**config.mk**
```make
export PLATFORM = sky130hd
export DESIGN_NAME = i8bit_mul
export DESIGN_NICKNAME = d
export VERILOG_FILES = /design/src/rtl/i8bit_mul.sv
export SDC_FILE = /design/constraint.sdc
export NUM_CORES = 1
export LEC_CHECK = 0
export CORE_MARGIN = 3
export CORE_UTILIZATION = 53
export DETAILED_ROUTE_END_ITERATION = 10
export HOLD_SLACK_MARGIN = 0.06
export MAX_ROUTING_LAYER = met4
export PLACE_DENSITY = 0.87
export SLEW_MARGIN = 20
export SYNTH_ARGS = -nofsm -noshare
export SYNTH_HDL_FRONTEND = slang
export SYNTH_SLANG_ARGS = --single-unit
```
**constraint.sdc**
```tcl
create_clock -name clk -period 0.8 [get_ports clk]
set_input_delay 0.08 -clock clk [delete_from_list [all_inputs] [get_ports clk]]
set_output_delay 0.08 -clock clk [all_outputs]
set_load 0.01 [all_outputs]
```
**src/rtl/i8bit_mul.sv**
```systemverilog
// Unsigned 8x8 -> 16 registered multiplier built from Vedic (Urdhva Tiryagbhyam) cells.
// Optional I8BIT_MUL_INREG_EN registers a, b, in_valid ahead of the multiplier (latency 2).
module i8bit_mul (
  input  logic        clk,
  input  logic        rst_n,
  input  logic        in_valid,
  input  logic [7:0]  a,
  input  logic [7:0]  b,
  output logic [15:0] s,
  output logic        out_valid
);

  // Handshake: in_valid qualifies a/b for one edge each cycle; out_valid pulses with each
  // fresh product. No backpressure: one result per accepted pair, in order.

  // 2x2 cell: four ANDs and two half adders.
  function automatic logic [3:0] mul2(input logic [1:0] x, input logic [1:0] y);
    logic p0, t1, t2, t3, s1, c1, s2, c2;
    p0 = x[0] & y[0];
    t1 = x[1] & y[0];
    t2 = x[0] & y[1];
    t3 = x[1] & y[1];
    s1 = t1 ^ t2;
    c1 = t1 & t2;
    s2 = t3 ^ c1;
    c2 = t3 & c1;
    return {c2, s2, s1, p0};
  endfunction

  function automatic logic [7:0] mul4(input logic [3:0] x, input logic [3:0] y);
    logic [3:0] ll, hl, lh, hh;
    logic [5:0] mid;
    logic [3:0] up;
    ll  = mul2(x[1:0], y[1:0]);
    hl  = mul2(x[3:2], y[1:0]);
    lh  = mul2(x[1:0], y[3:2]);
    hh  = mul2(x[3:2], y[3:2]);
    mid = {2'b00, hl} + {2'b00, lh} + {4'b0000, ll[3:2]};
    up  = hh + mid[5:2];
    return {up, mid[1:0], ll[1:0]};
  endfunction

  // Carry out of the upper add is provably zero, so the 8-bit sum is exact.
  function automatic logic [15:0] mul8(input logic [7:0] x, input logic [7:0] y);
    logic [7:0] ll, hl, lh, hh;
    logic [9:0] mid;
    logic [7:0] up;
    ll  = mul4(x[3:0], y[3:0]);
    hl  = mul4(x[7:4], y[3:0]);
    lh  = mul4(x[3:0], y[7:4]);
    hh  = mul4(x[7:4], y[7:4]);
    mid = {2'b00, hl} + {2'b00, lh} + {6'b000000, ll[7:4]};
    up  = hh + {2'b00, mid[9:4]};
    return {up, mid[3:0], ll[3:0]};
  endfunction

  logic [7:0]  mul_a;
  logic [7:0]  mul_b;
  logic        mul_v;
  logic [15:0] prod;

`ifdef I8BIT_MUL_INREG_EN
  logic [7:0] a_q;
  logic [7:0] b_q;
  logic       v_q;

  always_ff @(posedge clk or negedge rst_n) begin
    if (!rst_n) begin
      a_q <= 8'h00;
      b_q <= 8'h00;
      v_q <= 1'b0;
    end else begin
      a_q <= a;
      b_q <= b;
      v_q <= in_valid;
    end
  end

  assign mul_a = a_q;
  assign mul_b = b_q;
  assign mul_v = v_q;
`else
  assign mul_a = a;
  assign mul_b = b;
  assign mul_v = in_valid;
`endif

  always_comb begin
    prod = mul8(mul_a, mul_b);
  end

  always_ff @(posedge clk or negedge rst_n) begin
    if (!rst_n) begin
      s         <= 16'h0000;
      out_valid <= 1'b0;
    end else begin
      out_valid <= mul_v;
      if (mul_v) s <= prod;
    end
  end

endmodule

```
==> impl_summary.log <==
INFO  metric ratio_of_total_power_to_cell_area = 3110 nW/um^2
INFO  metric ir_drop = 3.13 mV
INFO  metric grt_antenna_before_repair = 0
INFO  metric antenna-diode-count = 0
INFO  metric io_buffers = 35
INFO  metric max_freq = 176 MHz
INFO  metric critical_path_arrival = 5820 ps
INFO  metric cp_common_cell = sky130_fd_sc_hd__ha_4
INFO  metric synth_seq_cells = 17
INFO  metric drt_drc_violations_left = 0
INFO  metric status = complete, but fails checks
INFO  metric maxSlewHeadroom = 76.6%
INFO  metric grt_overall_usage = 30.0%
INFO  metric design.portCount = 36
INFO  metric initial_utilization = 57.0%
INFO  metric final_nets = 561
INFO  metric die-width = 84.3 um
INFO  metric max_slew.worst_pin.slew = 348 ps
INFO  metric cts_max_path_buffers = 2
INFO  metric critical_path_peak_fanout = 3
INFO  metric min_period_over_period = 710%
INFO  metric setup_ws = -4880 ps
INFO  metric layout.area.seq = 425 um^2
INFO  metric switching_share = 44.7%
INFO  metric yosys.area.top_type_share = 31.2%
INFO  metric ys_top_cells_by_area = sky130_fd_sc_hd__ha_1 31%, sky130_fd_sc_hd__fa_1 14%, sky130_fd_sc_hd__dfrtp_1 13%
INFO  metric multiInputGateArea = 3070 um^2
INFO  metric timing.critical_path.to_type = register
INFO  metric synth_warn = 0
INFO  metric finalCoreUtilization = 80.5%
INFO  metric filler_cell_count = 303
INFO  metric static-leakage-power = 2.51 nW
INFO  metric clk_pin_slew = 80 ps
INFO  metric cellInternalPower = 7.92 mW
INFO  metric grt_start_max_net_pins = 18
INFO  metric seqPwrFrac = 10.3%
INFO  metric finalHoldWorstSlack = 159 ps
INFO  metric clockPowerShare = 4.9%
INFO  metric grt_setup_unrepaired = true
INFO  metric combinationalPowerShare = 84.7%
INFO  metric viasPerCell = 6.08
INFO  metric switchingPower = 6.39 mW
INFO  metric postSynth.topFlopCell = sky130_fd_sc_hd__dfrtp_1
INFO  metric dpl.hpwl = 6480 um
INFO  metric setup_skew_after_layout = 0 ps
INFO  metric layout_min_cycle_time = 5680 ps
INFO  metric count_of_nets_left_with_antenna_violations_after_detail_routing = 0
INFO  metric clock_tree.htree_level_count = 1
INFO  metric setup_violations = 31
INFO  metric cts.sink_count = 17
INFO  metric synthDistinctLibCells = 30
INFO  metric drt-initial-drc-count = 196
INFO  metric final_cell_mix = 66 x sky130_fd_sc_hd__ha_1, 52 x sky130_fd_sc_hd__buf_4, 51 x sky130_fd_sc_hd__and2_1
INFO  metric critical-path-slowest-cell = sky130_fd_sc_hd__fa_2
INFO  metric gp_routability_congestion = 0.915
INFO  metric drt-total-wl = 11100 um
INFO  metric via_count_of_the_first_global_routing_pass = 3375
INFO  metric cts.root.buffer_cell = sky130_fd_sc_hd__clkbuf_8
INFO  metric design.die.area = 7110 um^2
INFO  metric post_route_cells_drive_above_1_share = 36.8%
INFO  metric synth_seq_area_share = 13.1%
INFO  metric worstSetupPathType = input pin to register
INFO  metric synth_fp_nets = 462
INFO  metric cts_tree = yes
INFO  metric number_of_buffers_created_by_cts = 3
INFO  metric num_vias = 3103
INFO  metric routedWlPerCell = 21.7 um
INFO  metric violations = setup timing
INFO  metric postSynthCellCount = 340
INFO  metric mostFrequentLayoutCell = sky130_fd_sc_hd__ha_1
INFO  metric area_growth = 41.3%
INFO  metric clock_latency = 270 ps
INFO  metric timing.critical_path.required = 940 ps
INFO  metric hold_viol_final = 0
INFO  metric hold_path.class = input pin to async pin
INFO  metric die-height = 84.3 um
INFO  metric rows = 27
INFO  metric critPathLaunchType = input pin
INFO  metric first_pass_grt_wire_length = 16400 um
INFO  metric asyncSetResetFlopFracSynth = 100%
INFO  metric syn-cell-area = 3250 um^2
INFO  metric global_route.overflow_total = 0
INFO  metric drt_pass1_iterations = 7
INFO  metric final-max-slew-violation-count = 0
INFO  metric syn-mean-instance-area = 9.56 um^2
INFO  metric synth.largest_area_cell = sky130_fd_sc_hd__ha_1
INFO  metric number_of_enable_type_register_cells_in_the_synthesized_netlist = 0
INFO  metric design.core.area = 5710 um^2
INFO  metric timing.max_cap.violations = 0
INFO  metric cp_slowest_stage_delay = 560 ps
==> sequential cells by signal, summed over array words and instances, names as in the netlist <==
signal and cells:
out_valid 1, s 16
==> cell usage after synthesis, types with 2 or more instances <==
library cell	instances
sky130_fd_sc_hd__xor2_1	7
sky130_fd_sc_hd__nor4_1	3
sky130_fd_sc_hd__inv_1	43
sky130_fd_sc_hd__nor2_1	6
sky130_fd_sc_hd__and2_1	57
sky130_fd_sc_hd__dfrtp_1	17
sky130_fd_sc_hd__a211oi_1	2
sky130_fd_sc_hd__a21oi_1	18
sky130_fd_sc_hd__xnor2_1	20
sky130_fd_sc_hd__nor2b_1	3
sky130_fd_sc_hd__fa_1	22
sky130_fd_sc_hd__nand2_1	11
sky130_fd_sc_hd__ha_1	81
sky130_fd_sc_hd__a21o_1	15
sky130_fd_sc_hd__o21a_1	2
sky130_fd_sc_hd__nand3_1	3
sky130_fd_sc_hd__o21ai_0	5
sky130_fd_sc_hd__mux2_2	11
sky130_fd_sc_hd__o21bai_1	3
==> routing by layer <==
layer | global-route usage, % | up-vias | routed length, um
li1 | - | 1333 | -
met1 | 31.0 | 1486 | 3900
met2 | 52.0 | 202 | 5550
met3 | 5.20 | 82 | 651
met4 | 20.0 | 0 | 952
met5 | - | - | 0
==> logic make-up (layout without fill, tap and decap cells) <==
kind of cell	after synthesis	in the layout	share of synthesized area (%)
and+or+nand+nor	86	86	15.2
buffers and inverters	45	143	5.19
AOI/OAI and AO/OA	50	50	10.0
xor gates and xnor gates	28	28	7.96
adders and majority gates	103	103	44.7
DFF	17	17	13.1
muxes	11	11	3.81
==> area by class of cell <==
cell class / instances / area share (%)
Tap cell: 72 / 1.96
Timing Repair Buffer: 96 / 17.5
Multi-Input combinational cell: 278 / 66.8
Clock buffer: 4 / 0.980
Sequential cell: 17 / 9.26
Inverter: 43 / 3.51
==> power groups by stage <==
stage          Clock, mW  Sequential, mW  Combinational, mW
3_3_place_gp           0            1.41               7.83
3_5_place_dp           0            1.43               8.10
5_1_grt            0.742            1.50               12.7
6_report           0.703            1.48               12.1
2_1_floorplan          0            1.56               4.82
4_1_cts            0.670            1.42               9.72
==> through the flow <==
| step | setup WS [ps] | TNS (ps) | power, mW | instance area, um^2 | std cells |
|---|---|---|---|---|---|
| 3_5_place_dp | -5270 | -59860 | 9.53 | 4170 | 491 |
| 2_1_floorplan | -4530 | -45390 | 6.39 | 3380 | 340 |
| 6_report | -4880 | -49460 | 14.3 | 4600 | 510 |
| 3_3_place_gp | -5120 | -58640 | 9.24 | 4170 | 491 |
| 5_1_grt | -4990 | -50830 | 14.9 | 4600 | 510 |
| 4_1_cts | -4630 | -47300 | 11.8 | 4410 | 504 |
==> timing repair <==
| item | in CTS | in global routing |
|---|---|---|
| resized for setup | 150 | 33 |
| pin swaps | 45 | 17 |
| cloned | 1 | 0 |
| setup endpoints to repair | 33 | 33 |
| hold buffers | 0 | 0 |
| setup buffers | 9 | 6 |
==> critical path: cells and delay by family <==
kind	cells	cell delay (ps)
AO/OA/AOI/OAI	7	1160
AND/OR/NAND/NOR	2	240
adder cells (fa/ha/maj)	10	3480
buffers and inverters	6	430
XOR/XNOR	1	140
multiplexers	1	270
==> final timing paths <==
path | from | end | slack, ps | cells after the start
max in group asynchronous | rst_n | s[11]$_DFFE_PN0P_ | 500 | 2
worst min register to register | s[2]$_DFFE_PN0P_ | s[2]$_DFFE_PN0P_ | 530 | 1
worst max register to register | s[14]$_DFFE_PN0P_ | s[14]$_DFFE_PN0P_ | -220 | 3
worst min-delay path | rst_n | s[4]$_DFFE_PN0P_ | 160 | 2
min in group clk | in_valid | out_valid$_DFF_PN0_ | 190 | 2
worst max-delay path | b[2] | s[13]$_DFFE_PN0P_ | -4880 | 27
No activity file was read; power rests on OpenSTA's default activity.
==> variant 1 (same flow settings) <==
Put one more register stage on the output `s`, cleared by the reset. The value now appears one clock later. The other outputs are not delayed to match.
--- a/src/rtl/i8bit_mul.sv
+++ b/src/rtl/i8bit_mul.sv
@@ -10,4 +10,6 @@
   output logic        out_valid
 );
+
+  logic [15:0] s_s0;
 
   // Handshake: in_valid qualifies a/b for one edge each cycle; out_valid pulses with each
@@ -92,9 +94,17 @@
   always_ff @(posedge clk or negedge rst_n) begin
     if (!rst_n) begin
-      s         <= 16'h0000;
+      s_s0      <= 16'h0000;
       out_valid <= 1'b0;
     end else begin
       out_valid <= mul_v;
-      if (mul_v) s <= prod;
+      if (mul_v) s_s0 <= prod;
+    end
+  end
+
+  always_ff @(posedge clk or negedge rst_n) begin
+    if (!rst_n) begin
+      s <= '0;
+    end else begin
+      s <= s_s0;
     end
   end
Check against the original RTL: not equivalent (Yosys sat finds a counterexample within 4 cycles, from zero or initial values and one cycle with rst_n low).
==> variant 1 against the unedited design <==
The run still ends with setup timing left; wire length fell by 18%; synthesized area rose by 12%; worst hold slack got worse by 0.0016 ns; fmax rose by 3.4%; die area rose by 11%; power rose by 0.46%; sequential power rose by 79%; sequential cell count rose by 16; via count fell by 4.0%; non-clock buffer count fell by 3; largest power group unchanged; clock power rose by 78%; final area rose by 6.9%; critical endpoint is now s_s0[15]$_DFFE_PN0P_; synthesized cell count rose by 4.7%; worst setup slack improved by 0.19 ns.
==> variant 1: results (changes against the unedited design) <==
stage	metric	value	unit	change
critical_path	delay contributed by the slowest stage of the critical path	0.53	ns	-0.03 ns
outcome	result of the run	finished, violations left		
timing	least setup slack across all paths after layout	-4.69	ns	+0.186 ns
critical_path	Slowest cell on crit path	fa_1		
critical_path	endpoint arrival time on the critical path	5.66	ns	-0.16 ns
timing	number of setup violations in the final report	33		+6.5%
global_routing	met1 Use GR	0.273		-0.0372
detailed_routing	number of detailed-routing iterations run before antenna repair	4		-3
critical_path	Critical Path Start	b[3]		
timing	Hold WS	0.157	ns	-0.00159 ns
detailed_routing	M1 WL	3.73	mm	-4.3%
critical_path	register-to-register setup slack	-0.17	ns	+0.05 ns
final_layout	proportion of layout cells with a drive suffix above 1	0.319		-0.0482
detailed_routing	Routed wire per std cell	17.0	um	-21%
final_layout	leading registers by flop count	s: 16 flops, s_s0: 16 flops, out_valid: 1 flops		
detailed_routing	violation count after the first detailed-routing iteration	195		-0.51%
critical_path	end of the critical path	s_s0[15]$_DFFE_PN0P_		
global_routing	maximum number of pins on one net before global-route repair	34		+16
final_layout	Non-Filler Instances	531		+4.1%
global_routing	global-route usage over all layers	0.236		-0.0647
power	relative contribution of combinational cells to total power	0.729		-0.118
placed_design	half-perimeter wire length after placement	6.31	mm	-2.7%
outcome	violations in the final reports	setup timing		
yosys	net count after synthesis	478		+3.5%
yosys	part of the Yosys area used for sequential elements	0.226		+0.0953
clocking	Clk pin slew, worst setup/hold paths	0.06	ns	-0.02 ns
yosys	Gate Count Post-Synth	356		+4.7%
final_layout	number of nets in the layout	576		+2.7%
global_routing	met2 usage in global routing	0.399		-0.121
## variant 1: layout make-up
type                    count  area [um2]  share of cell area
well taps                  77        96.3              0.0196
repair buffers             93         743               0.151
inverters                  43         161              0.0328
flip-flops and latches     33         826               0.168
clock buffers               7        86.3              0.0176
multi-input cells         278        3000               0.611
## variant 1: logic make-up after synthesis
logic type,Yosys count,share of synthesized area
adders and majority gates,103,0.398
and+or+nand+nor,86,0.136
AOI/OAI and AO/OA,50,0.0891
buffers and inverters,45,0.0462
DFF,33,0.226
xor gates and xnor gates,28,0.0709
muxes,11,0.0339
## variant 1: repair_timing
item,4_1_cts,5_1_grt
hold buffers,0,0
endpoints found under the setup margin,33,33
pin swaps,38,13
gates resized for setup,128,23
buffers inserted,6,2
## variant 1: worst reg2reg max path, delay by kind of cell, from the launching register on
family / cells / cell delay, ns
AND/OR/NAND/NOR: 2 / 0.25
flip-flops: 1 / 0.38
AO/OA/AOI/OAI: 1 / 0.21
==> variant 2 (config.mk and constraints unchanged) <==
Without the edit above. Add a define of `I8BIT_MUL_INREG_EN`.
--- a/src/rtl/i8bit_mul.sv
+++ b/src/rtl/i8bit_mul.sv
@@ -1,4 +1,6 @@
 // Unsigned 8x8 -> 16 registered multiplier built from Vedic (Urdhva Tiryagbhyam) cells.
 // Optional I8BIT_MUL_INREG_EN registers a, b, in_valid ahead of the multiplier (latency 2).
+`define I8BIT_MUL_INREG_EN
+
 module i8bit_mul (
   input  logic        clk,
Check against the original RTL: not equivalent (Yosys sat finds a counterexample within 4 cycles, from zero or initial values and one cycle with rst_n low).
==> variant 2 against the unedited design <==
The run still ends with setup timing left; core utilization down 0.76 points; highest routed layer unchanged; synthesized area grew 13%; non-clock buffer count grew 4; clock power grew 140%; critical endpoint is now s[15]$_DFFE_PN0P_; synthesized cell count is 5.0% higher; final area rose by 13%; critical path depth down 2; worst setup slack worse by 0.85 ns; sequential cell count is 17 higher; fmax decreased by 13%; power rose by 28%; wire length grew 43%.
==> variant 2: results (changes against the unedited design) <==
stage	metric	value	unit	change
placed_design	half-perimeter wire length after placement	7.02	mm	+8.3%
detailed_routing	routed wl met2	7.00	mm	+26%
yosys	dominant cells by area after synthesis	ha_1 (28%), dfrtp_1 (23%), fa_1 (12%), and2_1 (9.7%), xnor2_1 (4.8%)		
final_layout	number of nets in the layout	584		+4.1%
power	internal portion of total power	10.1	mW	+27%
yosys	part of the Yosys area used for sequential elements	0.231		+0.101
power	Comb power	14.2	mW	+17%
timing	transition time at the pin with the least slew margin	0.518	ns	+0.170 ns
yosys	synthesized area per cell	10.3	um2	+7.7%
outcome	violations in the final reports	setup timing		
final_layout	Non-Filler Instances	540		+5.9%
clocking	number of H-tree branching levels	2		+1
final_layout	post-synthesis to final-layout area growth	41.6	%	
power	clock-net power	1.70	mW	+140%
global_routing	wire length of the first global-routing pass	19.0	mm	+16%
detailed_routing	WL final	15.8	mm	+43%
global_routing	maximum number of pins on one net before global-route repair	35		+17
outcome	result of the run	finished, violations left		
placed_design	cell area after placement	4520	um2	+8.6%
power	Max rail drop VDD	4430	uV	+41%
detailed_routing	routed wire length on met3	1.93	mm	+200%
global_routing	vias in the first global route	3630		+7.6%
global_routing	met2 usage in global routing	0.563		+0.0425
critical_path	Slowest cell on crit path	fa_1		
timing	number of setup violations in the final report	33		+6.5%
timing	least setup slack across all paths after layout	-5.73	ns	-0.848 ns
detailed_routing	number of detailed-routing iterations run before antenna repair	5		-2
final_layout	proportion of layout cells with a drive suffix above 1	0.352		-0.0155
variant 2: changes by cell type in the layout (fill, tap and decap cells not counted), sizes merged:
cell,delta
dfrtp,+17
clkdlybuf4s50,+13
buf,-4
dlymetal6s2s,-4
bufinv,+1
clkbuf,+1
clkinvlp,+1
variant 2: cell type report:
cell class | instances | area share
clock buffer | 6 | 0.0139
clock inverter | 2 | 0.00721
inverter | 43 | 0.0310
multi-input combinational | 278 | 0.601
sequential | 34 | 0.164
tap | 77 | 0.0185
timing repair buffer | 100 | 0.165
variant 2: metrics by stage:
| step | power, mW | TNS [ns] | setup slack, ns | hold slack (ns) |
|---|---|---|---|---|
| finish | 18.4 | -60.52 | -5.73 | 0.138 |
| global route | 18.7 | -61.83 | -5.81 | 0.168 |
| CTS | 13.7 | -55.61 | -5.21 | 0.156 |
| detailed placement | 10.6 | -57.49 | -5.22 | 0.465 |
| global placement | 10.1 | -55.23 | -4.99 | 0.467 |
| floorplan | 7.19 | -51.21 | -4.92 | -0.216 |
variant 2: final timing paths:
path | from | endpoint | slack [ns] | cells after the start
max | a_q[1]$_DFF_PN0_ | s[15]$_DFFE_PN0P_ | -5.73 | 25
min | rst_n | s[14]$_DFFE_PN0P_ | 0.14 | 2
max reg2reg | a_q[1]$_DFF_PN0_ | s[15]$_DFFE_PN0P_ | -5.73 | 25
min reg2reg | s[1]$_DFFE_PN0P_ | s[1]$_DFFE_PN0P_ | 0.53 | 1
max in group asynchronous | rst_n | mul_v$_DFF_PN0_ | 0.46 | 2
min in group clk | a[3] | a_q[3]$_DFF_PN0_ | 0.21 | 1
variant 2: worst reg2reg max path: stages, from the launching register on:
cell	delay (ns)
dfrtp_1	0.42
buf_4	0.16
buf_4	0.15
and2_1	0.17
ha_1	0.23
ha_1	0.30
inv_1	0.09
fa_1	0.48
inv_1	0.10
ha_1	0.19
fa_1	0.44
ha_1	0.23
fa_1	0.38
xor2_1	0.18
ha_1	0.30
ha_1	0.36
o21ai_0	0.24
a21oi_1	0.33
nand2_1	0.16
xnor2_1	0.17
ha_2	0.40
nand2_1	0.12
nor4_2	0.27
nor2_1	0.10
xor2_1	0.17
mux2_4	0.28
variant 2: cells by family after synthesis:
| kind of cell | after synthesis | share of synthesized area |
|---|---|---|
| XOR/XNOR | 28 | 0.0704 |
| AND/OR/NAND/NOR | 86 | 0.135 |
| AO/OA/AOI/OAI | 50 | 0.0885 |
| adder cells (fa/ha/maj) | 103 | 0.395 |
| buffers and inverters | 45 | 0.0459 |
| multiplexers | 11 | 0.0337 |
| flip-flops | 34 | 0.231 |
variant 2: timing repair:
item | in CTS | in global routing
endpoints found under the setup margin | 33 | 33
pin swaps | 29 | 25
cloned | 1 | 0
gates resized for setup | 104 | 55
buffers inserted | 15 | 7
